### config.mk
export PLATFORM = sky130hd
export DESIGN_NAME = booth_r4_seq_mul
export DESIGN_NICKNAME = d
export VERILOG_FILES = /design/src/rtl/booth_mul_pkg.sv /design/src/rtl/booth_r4_recoder.sv /design/src/rtl/booth_r4_seq_mul.sv
export SDC_FILE = /design/constraint.sdc
export NUM_CORES = 1
export LEC_CHECK = 0
export CAP_MARGIN = 20
export CORE_ASPECT_RATIO = 0.8
export CORE_UTILIZATION = 45
export CTS_CLUSTER_SIZE = 25
export DETAILED_ROUTE_END_ITERATION = 10
export PLACE_DENSITY = 0.76
export SYNTH_ARGS = -nofsm -noshare
export SYNTH_HDL_FRONTEND = slang
export SYNTH_SLANG_ARGS = --single-unit
### constraint.sdc
create_clock -name clk -period 4.1 [get_ports clk]
set_clock_uncertainty 0.2 [all_clocks]
set_input_delay 0.41 -clock clk [delete_from_list [all_inputs] [get_ports clk]]
set_output_delay 0.41 -clock clk [all_outputs]
set_load 0.005 [all_outputs]
### src/rtl/booth_mul_pkg.sv
// Shared definitions for the sequential radix-4 Booth multiplier.
//   booth_state_e : controller states
//   booth_sel_e   : recoder addend selection
//   calc_ew()     : extended operand width. One spare bit keeps unsigned operands
//                   positive once they are treated as signed, and the width is
//                   rounded up to even so the operand is consumed two bits at a time.
package booth_mul_pkg;

  typedef enum logic [1:0] {
    StIdle,
    StRun,
    StDone
  } booth_state_e;

  typedef enum logic [2:0] {
    SelZero,
    SelPa,
    SelP2a,
    SelMa,
    SelM2a
  } booth_sel_e;

  // Round width+1 up to the next even number.
  function automatic int unsigned calc_ew(int unsigned width);
    return ((width + 2) / 2) * 2;
  endfunction

endpackage

### src/rtl/booth_r4_recoder.sv
// Combinational radix-4 Booth digit recoder.
//   bits_i   : multiplier window P[2:0]
//   a_i      : +A, EW+1 bits
//   s_i      : -A, EW+1 bits
//   addend_o : selected addend (0, +-A, +-2A), EW+1 bits
//   add_en_o : low when the digit is zero
module booth_r4_recoder
  import booth_mul_pkg::*;
#(
  parameter int unsigned EW = 10
) (
  input  logic [2:0]  bits_i,
  input  logic [EW:0] a_i,
  input  logic [EW:0] s_i,
  output logic [EW:0] addend_o,
  output logic        add_en_o
);

  booth_sel_e sel;

  always_comb begin
    sel = SelZero;
    unique case (bits_i)
      3'b001, 3'b010: sel = SelPa;
      3'b011:         sel = SelP2a;
      3'b100:         sel = SelM2a;
      3'b101, 3'b110: sel = SelMa;
      default:        sel = SelZero;
    endcase
  end

  // Doubling cannot overflow: A and S carry at least one redundant sign bit.
  always_comb begin
    addend_o = '0;
    add_en_o = 1'b1;
    unique case (sel)
      SelZero: add_en_o = 1'b0;
      SelPa:   addend_o = a_i;
      SelP2a:  addend_o = {a_i[EW-1:0], 1'b0};
      SelMa:   addend_o = s_i;
      SelM2a:  addend_o = {s_i[EW-1:0], 1'b0};
      default: add_en_o = 1'b0;
    endcase
  end

endmodule

### src/rtl/booth_r4_seq_mul.sv
// Sequential radix-4 Booth multiplier with a start/busy/done handshake.
//   clk, rst     : clock and synchronous active-high reset
//   start        : request, accepted when ready
//   is_signed    : 1 = two's-complement operands, sampled with start
//   multiplicand : operand A, sampled with start
//   multiplier   : operand B, sampled with start
//   ready        : idle or done, a new start is accepted
//   busy         : iterating
//   done         : one-cycle pulse, product valid
//   product      : 2*WIDTH-bit result, held until the next completion
module booth_r4_seq_mul
  import booth_mul_pkg::*;
#(
  parameter int unsigned WIDTH = 8
) (
  input  logic               clk,
  input  logic               rst,
  input  logic               start,
  input  logic               is_signed,
  input  logic [WIDTH-1:0]   multiplicand,
  input  logic [WIDTH-1:0]   multiplier,
  output logic               ready,
  output logic               busy,
  output logic               done,
  output logic [2*WIDTH-1:0] product
);

  localparam int unsigned EW   = calc_ew(WIDTH);
  localparam int unsigned N    = EW / 2;
  localparam int unsigned PW   = 2 * EW + 2;
  localparam int unsigned CntW = $clog2(N + 1);

  booth_state_e state_q, state_d;

  logic [EW:0]          a_q, a_d;
  logic [EW:0]          s_q, s_d;
  logic [PW-1:0]        p_q, p_d;
  logic [CntW-1:0]      cnt_q, cnt_d;
  logic [2*WIDTH-1:0]   product_q, product_d;

  logic                 accept;
  logic                 last_iter;
  logic [EW:0]          a_ext;
  logic [EW-1:0]        b_ext;
  logic [EW:0]          addend;
  logic                 add_en;
  logic [EW:0]          sum;
  logic [PW-1:0]        p_run;

  assign accept    = start && (state_q == StIdle || state_q == StDone);
  assign last_iter = (state_q == StRun) && (cnt_q == CntW'(1));

  // The mode bit gates the sign extension; unsigned operands always zero-extend.
  assign a_ext = {{(EW + 1 - WIDTH){is_signed & multiplicand[WIDTH-1]}}, multiplicand};
  assign b_ext = {{(EW - WIDTH){is_signed & multiplier[WIDTH-1]}}, multiplier};

  booth_r4_recoder #(
    .EW (EW)
  ) u_recoder (
    .bits_i   (p_q[2:0]),
    .a_i      (a_q),
    .s_i      (s_q),
    .addend_o (addend),
    .add_en_o (add_en)
  );

  // Add into the upper half (carry out dropped), then shift the whole P right by 2.
  always_comb begin
    sum   = p_q[PW-1:EW+1] + (add_en ? addend : '0);
    p_run = PW'($signed({sum, p_q[EW:0]}) >>> 2);
  end

  // State register and datapath flops.
  always_ff @(posedge clk) begin
    if (rst) begin
      state_q   <= StIdle;
      a_q       <= '0;
      s_q       <= '0;
      p_q       <= '0;
      cnt_q     <= '0;
      product_q <= '0;
    end else begin
      state_q   <= state_d;
      a_q       <= a_d;
      s_q       <= s_d;
      p_q       <= p_d;
      cnt_q     <= cnt_d;
      product_q <= product_d;
    end
  end

  // Next-state logic.
  always_comb begin
    state_d = state_q;
    unique case (state_q)
      StIdle:  if (start) state_d = StRun;
      StRun:   if (last_iter) state_d = StDone;
      StDone:  state_d = start ? StRun : StIdle;
      default: state_d = StIdle;
    endcase
  end

  // Datapath next-state.
  always_comb begin
    a_d       = a_q;
    s_d       = s_q;
    p_d       = p_q;
    cnt_d     = cnt_q;
    product_d = product_q;
    if (accept) begin
      a_d   = a_ext;
      s_d   = -a_ext;
      p_d   = {{(EW + 1){1'b0}}, b_ext, 1'b0};
      cnt_d = CntW'(N);
    end else if (state_q == StRun) begin
      p_d   = p_run;
      cnt_d = cnt_q - CntW'(1);
      if (last_iter) begin
        product_d = p_run[2*WIDTH:1];
      end
    end
  end

  // Outputs.
  always_comb begin
    ready = (state_q == StIdle) || (state_q == StDone);
    busy  = (state_q == StRun);
    done  = (state_q == StDone);
  end

  assign product = product_q;

endmodule

Word-level counts from Yosys, hierarchy flattened
Cells that the tools add are included.
{"block": "classes", "add_sub_neg": 3, "eq_ne": 15, "mux": 12, "n_bitwise": 3, "n_reduce_logical": 11}
{"op": "case mux 11 bit (4 select lines)", "count": 1}
{"op": "2-to-1 mux 11 bit", "count": 3}
{"op": "== test 3 x 2 -> 1 bit (second input constant)", "count": 4}
{"op": "== test 3 bit (second input constant)", "count": 4}
{"op": "case mux 3 bit (4 select lines)", "count": 1}
{"op": "adder 11 bit", "count": 1}
{"op": "negator 11 bit", "count": 1}
{"op": "== test 3 x 1 -> 1 bit (second input constant)", "count": 3}
{"op": "2-to-1 mux 3 bit", "count": 2}
{"op": "case mux 2 bit (3 select lines)", "count": 1}
{"op": "OR reduction 2 bit", "count": 3}
{"op": "2-to-1 mux 2 bit", "count": 2}
{"op": "OR reduction 4 bit", "count": 1}
{"op": "AND reduction 3 bit", "count": 1}
{"op": "subtractor 3 x 1 -> 3 bit (second input constant)", "count": 1}
{"op": "bitwise AND 1 bit", "count": 2}
{"op": "== test 2 x 1 -> 1 bit (second input constant)", "count": 1}
{"op": "== test 2 bit (second input constant)", "count": 1}
{"op": "logical AND 1 bit", "count": 2}
{"op": "zero test 2 bit", "count": 1}
{"op": "2-to-1 mux 1 bit", "count": 2}
{"op": "!= test 2 x 1 -> 1 bit (second input constant)", "count": 1}
{"op": "!= test 2 bit (second input constant)", "count": 1}
{"op": "AND reduction 2 bit", "count": 1}
{"op": "3 further kinds", "count": 3}
{"block": "word_totals", "register_bits": 61, "in_bits": 20, "out_inout_bits": 19, "word_cells": 52}

Longest topological paths before layout
{"block": "depth", "word_depth": 10, "mapped_depth": 15}

Hierarchy
A second synthesis with hierarchy kept.
{"block": "hier_totals", "cells_unflattened": 426, "hier_area_um2": 3319.4}
{"mod": "booth_r4_seq_mul", "instances": 1, "cells_per_inst": 365, "area_each_um2": 2869.0, "seq_area_each_um2": 1201.2}
{"mod": "booth_r4_recoder", "instances": 1, "cells_per_inst": 61, "area_each_um2": 450.4, "seq_area_each_um2": 0.0}

Worst setup path after synthesis
OpenSTA, ideal clock, no wires.
{"block": "synth_path", "path_type": "flip-flop to flip-flop", "startpoint": "register p_q[0]", "endpoint": "register p_q[19] (netlist name)", "t_arrival_ns": 2.982, "required_ns": 3.830, "setup_slack_ns": 0.847, "path_stages_with_launch": 14, "path_buffers": 0, "synth_period_minus_slack_ns": 3.253, "path_cell_list": "dfxtp_1 > inv_1 > ha_1 > or2_2 > nor3_1 > a22oi_1 > nand2_1 > ha_1 > and3_1 > o211a_1 > a21oi_1 > xnor2_1 > or3_1 > a21oi_1"}
{"block": "synth_via", "elab_chain_cells": 8}
{"element": "start, declared", "line": "booth_r4_seq_mul.sv:37", "text": "logic [PW-1:0] p_q, p_d;"}
{"element": "start signal, assigned", "line": "booth_r4_seq_mul.sv:86", "text": "p_q <= p_d;"}
{"element": "== test 3 bit (tied with other cells)", "line": "booth_r4_recoder.sv:23", "text": "unique case (bits_i)"}
{"element": "OR reduction 2 bit", "line": "booth_r4_recoder.sv:23"}
{"element": "case mux 3 bit (4 select lines) *", "line": "booth_r4_recoder.sv:23"}
{"element": "== test 3 x 1 -> 1 bit (tied with other cells)", "line": "booth_r4_recoder.sv:36", "text": "unique case (sel)"}
{"element": "OR reduction 4 bit (no line)"}
{"element": "2-to-1 mux 1 bit", "line": "booth_r4_recoder.sv:36"}
{"element": "2-to-1 mux 11 bit *", "line": "booth_r4_seq_mul.sv:69", "text": "sum = p_q[PW-1:EW+1] + (add_en ? addend : '0);"}
{"element": "adder 11 bit *", "line": "booth_r4_seq_mul.sv:69"}
Mark *: on every way between the ends. The rest lies on a longest branch, timed or not.
A chain may end at the register's enable or synchronous reset.

Final worst setup path
{"block": "layout_path", "startpoint": "register p_q[0]", "endpoint": "register p_q[14]"}
{"block": "layout_via", "elab_chain_cells": 8}
{"element": "== test 3 bit (tied with other cells)", "line": "booth_r4_recoder.sv:23"}
{"element": "OR reduction 2 bit", "line": "booth_r4_recoder.sv:23"}
{"element": "case mux 3 bit (4 select lines) *", "line": "booth_r4_recoder.sv:23"}
{"element": "== test 3 x 1 -> 1 bit (tied with other cells)", "line": "booth_r4_recoder.sv:36"}
{"element": "OR reduction 4 bit (no line)"}
{"element": "2-to-1 mux 1 bit", "line": "booth_r4_recoder.sv:36"}
{"element": "2-to-1 mux 11 bit *", "line": "booth_r4_seq_mul.sv:69"}
{"element": "adder 11 bit *", "line": "booth_r4_seq_mul.sv:69"}
Marked as above.

==> flow_summary.json <==
{
  "ys.flop_type": "dfxtp_1",
  "yosysWarningCount": 0,
  "grt_usage_pct": 22.2,
  "rrSetupSlack_ns": 0.61,
  "antenna_left": 0,
  "clockPowerShare_pct": 42.1,
  "peakVddDrop_uv": 190,
  "synth_nets": 438,
  "synth_cells": 400,
  "p_comb_share_pct": 13.2,
  "numCtsBuffers": 9,
  "cts_post_setup_buffers_inserted": 0,
  "post_drt_wl_per_cell_um": 14.6,
  "tightest_slew_ns": 0.749,
  "leakage_nw": 1.48,
  "internal_power_mw": 1.03,
  "cts_tree": "yes",
  "cp_slowest_cell": "o32ai_1",
  "pre_cts_ws_ns": 0.710,
  "cts.clk_slew.worst_paths_ns": 0.08,
  "die_h_um": 76.4,
  "swShare_pct": 27.2,
  "cts_root_buffer": "clkbuf_8",
  "slew_headroom_pct": 49.9,
  "critPathLaunchType": "flip-flop",
  "ys_async_sr_fraction_pct": 0,
  "dieWidth_um": 95.0,
  "insertion_delay_ns": 0.34,
  "outcome": "complete, no violations",
  "fin_crit_sh_pct": 85.1,
  "grt_max_degree": 44,
  "crit_path_max_incr_delay_ns": 0.46,
  "setup_viol": 0,
  "power_frac_seq_pct": 44.7,
  "drc": 0,
  "tns_ns": 0,
  "viasPerCell": 5.65,
  "place.gp.congestion": 0.855,
  "drt_iter0_drc": 260,
  "min_period_ns": 3.49,
  "initial_core_util_pct": 47.6,
  "h-tree-depth": 3,
  "overflow": 0,
  "rows": 26,
  "drv_slew": 0,
  "endpoint_kind": "flip-flop",
  "synth_edf_count": 0,
  "final_net_count": 470,
  "first_pass_iters": 5,
  "drive_gt1_share_pct": 6.86,
  "dp_hpwl_mm": 5.42,
  "crit_path_max_fanout": 4,
  "whs_ns": 0.259,
  "antenna_found_initial": 0,
  "hold_viol_final": 0,
  "portBuffers": 38,
  "drv_cap": 0,
  "yosysSeqAreaShare_pct": 38.6,
  "rsz0062_at_grt": "no",
  "synth_area_mm2": 0.00312,
  "final_util_pct": 57.8,
  "dieArea_mm2": 0.00726,
  "first_global_vias": 2683,
  "path_class": "reg -> reg",
  "grt_pass1_wl_mm": 12.6,
  "ys_seq_elements": 60,
  "final_common_cell": "nand2_1",
  "vias": 2942,
  "critPathRequiredTime_ns": 4.17,
  "critPathMostFrequentCell": "a21oi_1",
  "core_mm2": 0.00654,
  "synth.avg_cell_area_um2": 7.79,
  "holdCritPathClass": "reg -> reg",
  "crit_chain": "inv_1 > ha_1 > or2_2 > xnor2_1 > a21oi_1 > o32ai_1 > ha_1 > a21o_1 > a21oi_1 > o21ai_0 > xor2_1 > nand2_1 > a21oi_1",
  "post_cts_resized": 0,
  "switchingPower_mw": 0.386,
  "area_growth_pct": 21.3,
  "hold_buffers": 0,
  "synthDistinctLibCells": 48,
  "cts_num_sinks": 60,
  "crit_family": "compound AO/OA/AOI/OAI gates",
  "p_per_area_mw_per_mm2": 375,
  "clock_path_buffers": 2,
  "final_cell_mix": "nand2_1, a21oi_1, dfxtp_1",
  "crit_buf_inv": 1,
  "setup_ws_ns": 0.612,
  "routed_wl_mm": 7.62,
  "boundaryPins": 39,
  "fmax_ghz": 0.287,
  "arrival_ns": 3.56,
  "diodes": 0
}
[through the flow]
step,area [um2],power [mW],cells
3_5_place_dp,3550,0.827,504
4_1_cts,3770,1.43,520
5_1_grt,3780,1.48,521
2_1_floorplan,3120,0.762,400
6_report,3780,1.42,521
3_3_place_gp,3550,0.823,504
[kinds of logic after synthesis]
kind of cell / after synthesis / synth area share, %
fa+ha+maj: 18 / 7.47
flops: 60 / 38.6
compound gates: 117 / 23.3
xor+xnor: 14 / 3.94
simple gates: 155 / 21.9
buf+inv: 35 / 4.50
mux: 1 / 0.321
[final timing paths]
path	from	end	depth (start not counted)
setup / recovery	p_q[0]	p_q[14]	13
hold / removal	product[12]	product[12]	2
setup reg to reg	p_q[0]	p_q[14]	13
hold reg to reg	product[12]	product[12]	2
[per-layer routing]
| metal | up-vias | GRT usage, % | share of wire [%] |
|---|---|---|---|
| met3 | 18 | 6.39 | 6.3 |
| met5 | - | 0 | 0 |
| li1 | 1449 | - | - |
| met4 | 0 | 7.73 | 1.7 |
| met2 | 98 | 33.1 | 45 |
| met1 | 1377 | 30.5 | 47 |
[flip-flops by register name (all words and copies together) (netlist names)]
name     flops
p_q         20
product     16
s_q         10
a_q          9
cnt_q        3
state_q      2
[final cells by class]
type	count	area, um2
clock buffer	9	124
tap	84	105
fill	576	2760
sequential	60	1200
clock inverter	7	98.8
inverter	12	45.0
multi-input combinational	305	1780
timing repair buffer	44	429
[synth_stat cells (3+ instances only)]
master | number | area share [%]
nand2_1 | 101 | 12
nor2b_1 | 3 | 0.60
nor3_1 | 5 | 0.80
nor2_1 | 19 | 2.3
a21oi_1 | 65 | 10
xor2_1 | 5 | 1.4
and3_1 | 5 | 1.0
clkbuf_1 | 20 | 2.4
xnor2_1 | 9 | 2.5
a211oi_1 | 3 | 0.72
nand2b_1 | 3 | 0.60
ha_1 | 17 | 6.8
dfxtp_1 | 60 | 39
or2_2 | 3 | 0.60
inv_1 | 11 | 1.3
nand3_1 | 5 | 0.80
o21ai_0 | 6 | 0.96
a21o_1 | 4 | 0.96
a22oi_1 | 24 | 5.8
[tightest hold or removal path: cells and delay by family (launching register included)]
kind	cells	cell delay, ns
flops	1	0.31
simple gates	1	0.05
compound gates	1	0.05
[power groups by stage]
stage	logic [mW]	clock network [mW]	registers, mW
floorplan	0.124	0	0.638
global placement	0.178	0	0.645
detailed placement	0.181	0	0.646
CTS	0.183	0.610	0.632
global route	0.206	0.635	0.636
finish	0.186	0.597	0.634
No activity file was read; power rests on OpenSTA's default activity.
